===== src/rtl/switch_debounce_bank.sv =====
// Bank of WIDTH switch inputs: two-flop synchroniser, per-channel debounce counter,
// edge pulses, LED drive and a single-entry change event with valid/ack handshake.
module switch_debounce_bank #(
  parameter int WIDTH          = 8,
  parameter int DB_CYCLES      = 16,
  parameter int LED_ACTIVE_LOW = 1
) (
  input  logic             CLK,
  input  logic             RST,
  input  logic [WIDTH-1:0] SWICH,
  output logic [WIDTH-1:0] STATE,
  output logic [WIDTH-1:0] RISE,
  output logic [WIDTH-1:0] FALL,
  output logic [WIDTH-1:0] LED,
  output logic             EVT_VALID,
  output logic [WIDTH-1:0] EVT_DATA,
  output logic             EVT_OVF,
  input  logic             EVT_ACK
);

  localparam int CW = $clog2(DB_CYCLES);
  localparam logic [CW-1:0] CNT_MAX = CW'(DB_CYCLES - 1);

  logic [WIDTH-1:0] sync1_q, sync2_q;
  logic [WIDTH-1:0] state_q, state_d;
  logic [WIDTH-1:0] rise_q, rise_d;
  logic [WIDTH-1:0] fall_q, fall_d;
  logic [WIDTH-1:0] upd;
  logic             evt_valid_q, evt_valid_d;
  logic [WIDTH-1:0] evt_data_q, evt_data_d;
  logic             evt_ovf_q, evt_ovf_d;
  logic             any_upd;

  always_ff @(posedge CLK) begin
    if (RST) begin
      sync1_q <= '0;
      sync2_q <= '0;
    end else begin
      sync1_q <= SWICH;
      sync2_q <= sync1_q;
    end
  end

  generate
    for (genvar gi = 0; gi < WIDTH; gi++) begin : g_chan
      logic [CW-1:0] cnt_q, cnt_d;
      logic          differ;
      logic          hit;

      assign differ       = sync2_q[gi] ^ state_q[gi];
      assign hit          = differ && (cnt_q == CNT_MAX);
      assign upd[gi]      = hit;
      assign state_d[gi]  = hit ? sync2_q[gi] : state_q[gi];

      // Any return to the accepted level restarts the stability window.
      always_comb begin
        cnt_d = cnt_q + CW'(1);
        if (!differ || hit) begin
          cnt_d = '0;
        end
      end

      always_ff @(posedge CLK) begin
        if (RST) begin
          cnt_q <= '0;
        end else begin
          cnt_q <= cnt_d;
        end
      end
    end
  endgenerate

  assign any_upd = |upd;
  assign rise_d  = upd & state_d;
  assign fall_d  = upd & ~state_d;

  // New change always overwrites the snapshot; overflow flags only an unacked overwrite.
  always_comb begin
    evt_valid_d = evt_valid_q;
    evt_data_d  = evt_data_q;
    evt_ovf_d   = evt_ovf_q;
    if (any_upd) begin
      evt_valid_d = 1'b1;
      evt_data_d  = state_d;
      evt_ovf_d   = evt_valid_q && !EVT_ACK;
    end else if (evt_valid_q && EVT_ACK) begin
      evt_valid_d = 1'b0;
      evt_ovf_d   = 1'b0;
    end
  end

  always_ff @(posedge CLK) begin
    if (RST) begin
      state_q     <= '0;
      rise_q      <= '0;
      fall_q      <= '0;
      evt_valid_q <= 1'b0;
      evt_data_q  <= '0;
      evt_ovf_q   <= 1'b0;
    end else begin
      state_q     <= state_d;
      rise_q      <= rise_d;
      fall_q      <= fall_d;
      evt_valid_q <= evt_valid_d;
      evt_data_q  <= evt_data_d;
      evt_ovf_q   <= evt_ovf_d;
    end
  end

  assign STATE     = state_q;
  assign RISE      = rise_q;
  assign FALL      = fall_q;
  assign LED       = (LED_ACTIVE_LOW != 0) ? ~state_q : state_q;
  assign EVT_VALID = evt_valid_q;
  assign EVT_DATA  = evt_data_q;
  assign EVT_OVF   = evt_ovf_q;

endmodule


===== config.mk =====
export PLATFORM = sky130hd
export DESIGN_NAME = switch_debounce_bank
export DESIGN_NICKNAME = d
export VERILOG_FILES = /design/src/rtl/switch_debounce_bank.sv
export SDC_FILE = /design/constraint.sdc
export NUM_CORES = 1
export LEC_CHECK = 0
export ABC_AREA = 0
export CORE_MARGIN = 3
export CORE_UTILIZATION = 55
export CTS_CLUSTER_SIZE = 8
export DETAILED_ROUTE_END_ITERATION = 12
export PLACE_DENSITY_LB_ADDON = 0.25
export SYNTH_ARGS = -nofsm -noshare
export SYNTH_HDL_FRONTEND = slang
export SYNTH_SLANG_ARGS = --single-unit

===== constraint.sdc =====
create_clock -name CLK -period 4.8 [get_ports CLK]
set_clock_uncertainty 0.15 [all_clocks]
set_input_delay 0.48 -clock CLK [delete_from_list [all_inputs] [get_ports CLK]]
set_output_delay 0.48 -clock CLK [all_outputs]
set_load 0.05 [all_outputs]

==> results of run 1 <==
==> path summary, 6_finish.rpt <==
| kind | start | to | slack (ps) | cells past startpoint |
|---|---|---|---|---|
| worst min register to register | sync1_q[1] | sync2_q[1] | 290 | 1 |
| worst max-delay path | g_chan[3].cnt_q[0] | EVT_DATA[6] | 2530 | 5 |
| worst min-delay path | sync1_q[1] | sync2_q[1] | 290 | 1 |
| worst max register to register | g_chan[3].cnt_q[0] | EVT_DATA[6] | 2530 | 5 |
==> sequential cells by signal, summed over array words and instances, names as in the netlist <==
name	count
STATE	8
sync2_q	8
g_chan.cnt_q	32
EVT_OVF	1
RISE	8
EVT_VALID	1
sync1_q	8
FALL	8
EVT_DATA	8
==> layer usage <==
layer	vias to the layer above	share of wire (%)	GRT usage, %
met4	0	1.9	7.69
met2	58	46	30.2
li1	1022	-	-
met1	927	45	21.4
met5	-	0	0
met3	9	6.5	9.05
==> layout by cell type, fill, tap and decap left out <==
master / instances
dfxtp_1: 82
clkdlybuf4s50_1: 51
nor2_1: 32
nor2b_1: 24
nand3_1: 16
xnor2_1: 16
clkbuf_8: 11
nand2_1: 10
mux2i_1: 9
inv_1: 8
nor4_1: 8
mux2_2: 8
nor3_1: 8
and3_1: 8
xor2_1: 8
nor4b_1: 8
ha_1: 8
o22ai_1: 4
bufinv_16: 3
a21oi_1: 2
clkinv_2: 2
nor4_4: 1
nand2b_1: 1
buf_2: 1
buf_4: 1
==> cell type report <==
class | instances | area share (%)
clock buffers | 11 | 4.11
clock inverters | 5 | 2.72
inverters | 8 | 0.816
multi-input cells | 171 | 31.3
flip-flops and latches | 82 | 44.6
well taps | 67 | 2.28
repair buffers | 53 | 14.2
==> metrics by stage <==
| step | utilization, % | hold slack [ps] | cell area, sq um | cells |
|---|---|---|---|---|
| after floorplan | - | 264 | 2850 | 268 |
| after global placement | 70.7 | 267 | 3430 | 381 |
| after detailed placement | 70.7 | 272 | 3430 | 381 |
| after CTS | 75.9 | 295 | 3680 | 397 |
| after global routing | 75.9 | 309 | 3680 | 397 |
| final | 75.9 | 290 | 3680 | 397 |
==> power by group <==
| group | switching [mW] | internal [mW] |
|---|---|---|
| combinational | 0.0149 | 0.0147 |
| clock | 0.233 | 0.372 |
| sequential | 0.00529 | 0.688 |
| total | 0.254 | 1.07 |
==> critical path: stages, from the launching register on <==
cell     delay, ps
dfxtp_1        330
ha_1           220
nand3_1        200
o22ai_1        160
nor4_4         690
mux2_2         410
==> cells by family after synthesis <==
logic type,Yosys count,synth area share [%]
AND/OR/NAND/NOR,116,22.0
flip-flops,82,57.6
XOR/XNOR,24,7.38
multiplexers,17,6.32
buffers and inverters,15,1.98
adder cells (fa/ha/maj),8,3.51
AO/OA/AOI/OAI,6,1.23
==> impl_results.md, run 1 <==
* Part of the cycle the worst path needs at 47.3%
* Fin crit period at 2270 ps
* Net Count, Synth at 287
* Post-synthesis to final-layout area growth at 29.2%
* GPL Wtd Cong at 0.748
* Max cap viols at 0
* Worst vdd rail ir drop at 0.000380 V
* Setup TNS at 0 ps
* Commonest cells in the synthesized netlist: dfxtp_1 (82), nor2_1 (32), nor2b_1 (24), nand3_1 (16), xnor2_1 (16)
* Cell taking the most area after synthesis: dfxtp_1
* Clock Sinks at 82
* Worst skew pair latency at 340 ps
* H-tree Lvls at 3
* Drt first-iter violations at 69
* Die W at 78.0 microns
* Setup CP Type: register to register
* Post-synth EDFFs at 0
* Worst slack at placement at 2520 ps
* Share of post-route cells with drive strength above 1 at 8.18%
* Worst slew margin at 53.1%
* Routed WL per cell at 12.9 microns
* Yosys Warn Count at 0
* # fillers at 336
* Die area at 6080 sq um
* Multi-input logic area at 1150 sq um
* Final setup violation count at 0
* Initial Util at 58.8%
* Detailed-route wire length at 5140 microns
* Final Slew Violations at 0
* Setup ws final at 2530 ps
* Post-DP HPWL at 3520 microns
* FF+latch count, synth at 82
* Post-synth top flop: dfxtp_1
* Vias at 2016
* Number of global-route vias before repair at 1983
* Initial antenna violation count at 0
* Sequential share of the synthesized area at 57.6%
* Post-CTS Setup Repair Bufs at 0
* Cell with the most instances after synthesis: dfxtp_1
* CP Capture Type: register
* I/O pin count at 53
* Port bufs at 52
* Critical Path RT at 4880 ps
* DRT Pass-1 Iters at 4
* Total power density per cell area at 361 nW/um^2
* Post-CTS Resized at 0
* Routed Antenna Nets at 0
* Site Rows at 25
* Post-synth ARST share at 0%
* FMAX at 441 MHz
* First-pass GRT wire length at 8800 microns
* Die height at 78.0 microns
* Top cell type's share of synthesized area at 57.6%
* Root buf cell: clkbuf_8
* GR Util All Layers at 18.8%
* CTS tree: built
* Antenna Cells at 0
* Final #Nets at 344
* Crit path DAT at 2350 ps
* Worst Setup Start Kind: register
* Status: completed
* Max Fanout on Critical Path at 10
* Vias per cell at 5.08
* Storage element area at 1640 sq um
* Total grt overflow at 0
* Total Power Consumption at 1.33 mW
* DRC at 0
* CTS buffer count at 9
* Pin count of the biggest net entering global routing at 67
* Syn Inst Count at 268
* Core ar. at 4850 sq um
* Worst Hold Class: register to register
* LEAKAGE at 1.45 nW
* Fin. Hold Viols at 0
* Synth top area cells: dfxtp_1 (58%), nor2b_1 (5.3%), xnor2_1 (4.9%)
* Worst-path clk slew at 80 ps
* RSZ-0062 raised after global routing: no
* Netlist cell types at 21
* Transition time of the tightest slew-check pin at 698 ps
* Synth Cell Area at 2850 sq um
* Hold buffer count at cts at 0
* CTS max path bufs at 2
* Syn avg cell area at 10.6 sq um
No activity file was read; power rests on OpenSTA's default activity.
==> run 2: changes to the inputs <==
- CORE_UTILIZATION: 55 -> 46
- clock period: 4.8 -> 2 ns (I/O delays scaled with it)
==> impl_results.md, run 2 (synthesis gave the netlist of run 1 again) <==
* Routed WL per cell at 12.0 microns
* Crit. Startpoint: STATE[5]
* Post-DP HPWL at 3670 microns
* Setup TNS at 0 ps
* Number of global-route vias before repair at 1844
* Post-CTS Setup Repair Bufs at 0
* Fin. Hold Viols at 0
* Critical Path RT at 1650 ps
* Drt first-iter violations at 78
* Die W at 84.7 microns
* Flop2flop setup slack at 110 ps
* GPL Wtd Cong at 0.723
* Post-DP Area at 3600 sq um
* Commonest cells after routing, fill and taps aside: dfxtp_1 (74), clkdlybuf4s50_1 (51), nor2_1 (32)
* DRT Pass-1 Iters at 4
* Clock Sinks at 82
* Share of post-route cells with drive strength above 1 at 15.1%
* Total grt overflow at 0
* Worst slew margin at 65.0%
* Max reg flops at 32
* Commonest non-fill, non-tap cell in the layout: dfxtp_1
* DRC at 0
* Status: completed
* Site Rows at 28
* Final #Nets at 358
* Max Fanout on Critical Path at 5
* Vias at 2015
* Die area at 7170 sq um
* Post-CTS Resized at 0
* Worst vdd rail ir drop at 0.000484 V
* Die height at 84.7 microns
* Setup ws final at 81.1 ps
* FMAX at 521 MHz
* CP Capture Type: output pin
* RSZ-0062 raised after global routing: no
* Finished Cell Area at 3810 sq um
* GR Util All Layers at 14.8%
* Worst Setup Start Kind: register
* Worst slack at placement at 106 ps
* Initial Util at 47.8%
* # fillers at 527
* H-tree Lvls at 3
* Transition time of the tightest slew-check pin at 524 ps
* Total power density per cell area at 772 nW/um^2
* Total Power Consumption at 2.94 mW
* Part of the cycle the worst path needs at 95.9%
* Hold Slack at 103 ps
* Fin crit period at 1920 ps
* Worst setup endpoint: LED[5]
* Setup CP Type: register to output pin
* Detailed-route wire length at 5010 microns
* Max cap viols at 0
* Reg2reg path depth at 6
* Worst-path clk slew at 80 ps
* Hold buffer count at cts at 0
* Vias per cell at 4.81
* R2r startpoint: g_chan[4].cnt_q[0]
* Crit path DAT at 1570 ps
* CTS tree: built
* Pin count of the biggest net entering global routing at 25
* Worst skew pair latency at 340 ps
* CTS max path bufs at 2
* Final Slew Violations at 0
* Initial antenna violation count at 0
* I/O pin count at 53
* Post-synthesis to final-layout area growth at 33.7%
* CTS buffer count at 9
* Worst Hold Class: primary input to register
* Final setup violation count at 0
* LEAKAGE at 1.50 nW
* Port bufs at 52
* Biggest register: g_chan.cnt_q
* WHS Path Cells at 2
* Antenna Cells at 0
* Worst r2r dst: EVT_DATA[4]
* Routed Antenna Nets at 0
* Core ar. at 5960 sq um
* Root buf cell: clkbuf_8
* First-pass GRT wire length at 8410 microns
==> run 2: cell count changes in the layout (fill, tap and decap cells not counted), sizes merged <==
cell | before | now
buf | 2 | 16
bufinv | 3 | 1
clkinv | 2 | 3
clkinvlp | 0 | 1
==> run 2: power breakdown <==
group	switching, mW	internal, mW	leakage (nW)
Combinational	0.0377	0.0432	0.728
Clock	0.563	0.639	0.105
Sequential	0.0128	1.65	0.670
Total	0.613	2.33	1.50
==> run 2: worst min path at each step <==
stage,startpoint,to,slack [ps]
finish,RST,sync1_q[5],100
detailed placement,sync1_q[4],sync2_q[4],280
global placement,sync1_q[7],sync2_q[7],270
global route,RST,sync1_q[3],140
floorplan,SWICH[0],sync1_q[0],180
CTS,RST,sync1_q[5],100
==> run 2: area by class of cell <==
type                       count  area [sq um]  share of cell area [%]
sequential                    82          1660                    43.6
clock buffer                  11           151                    3.98
multi-input combinational    171          1170                    30.6
timing repair buffer          67           653                    17.1
clock inverter                 5          52.6                    1.38
inverter                       8          30.0                   0.788
tap                           75          93.8                    2.46
==> run 2: worst max-delay path, cell delays in order, from the launching register on <==
cell and delay [ps]:
dfxtp_4 360, inv_1 70, clkdlybuf4s50_1 800
==> run 2: layer usage <==
| layer | wire (microns) | track usage, % | part of all wire, % | up-vias |
|---|---|---|---|---|
| li1 | - | - | - | 1046 |
| met3 | 210 | 3.53 | 4.2 | 8 |
| met4 | 116 | 7.77 | 2.3 | 0 |
| met5 | 0 | 0 | 0 | - |
| met1 | 2400 | 20.1 | 48 | 917 |
| met2 | 2290 | 21.9 | 46 | 44 |
==> run 2: through the flow <==
stage / std cells / util (%)
final: 419 / 63.9
after global routing: 419 / 63.9
after floorplan: 268 / -
after CTS: 419 / 63.9
after detailed placement: 403 / 60.5
after global placement: 403 / 60.5
==> run 3: changes to the inputs <==
- CAP_MARGIN: unset -> 20
==> results of run 3 <==
Same layout as run 2: the final DEF is identical, and so are final timing and power.
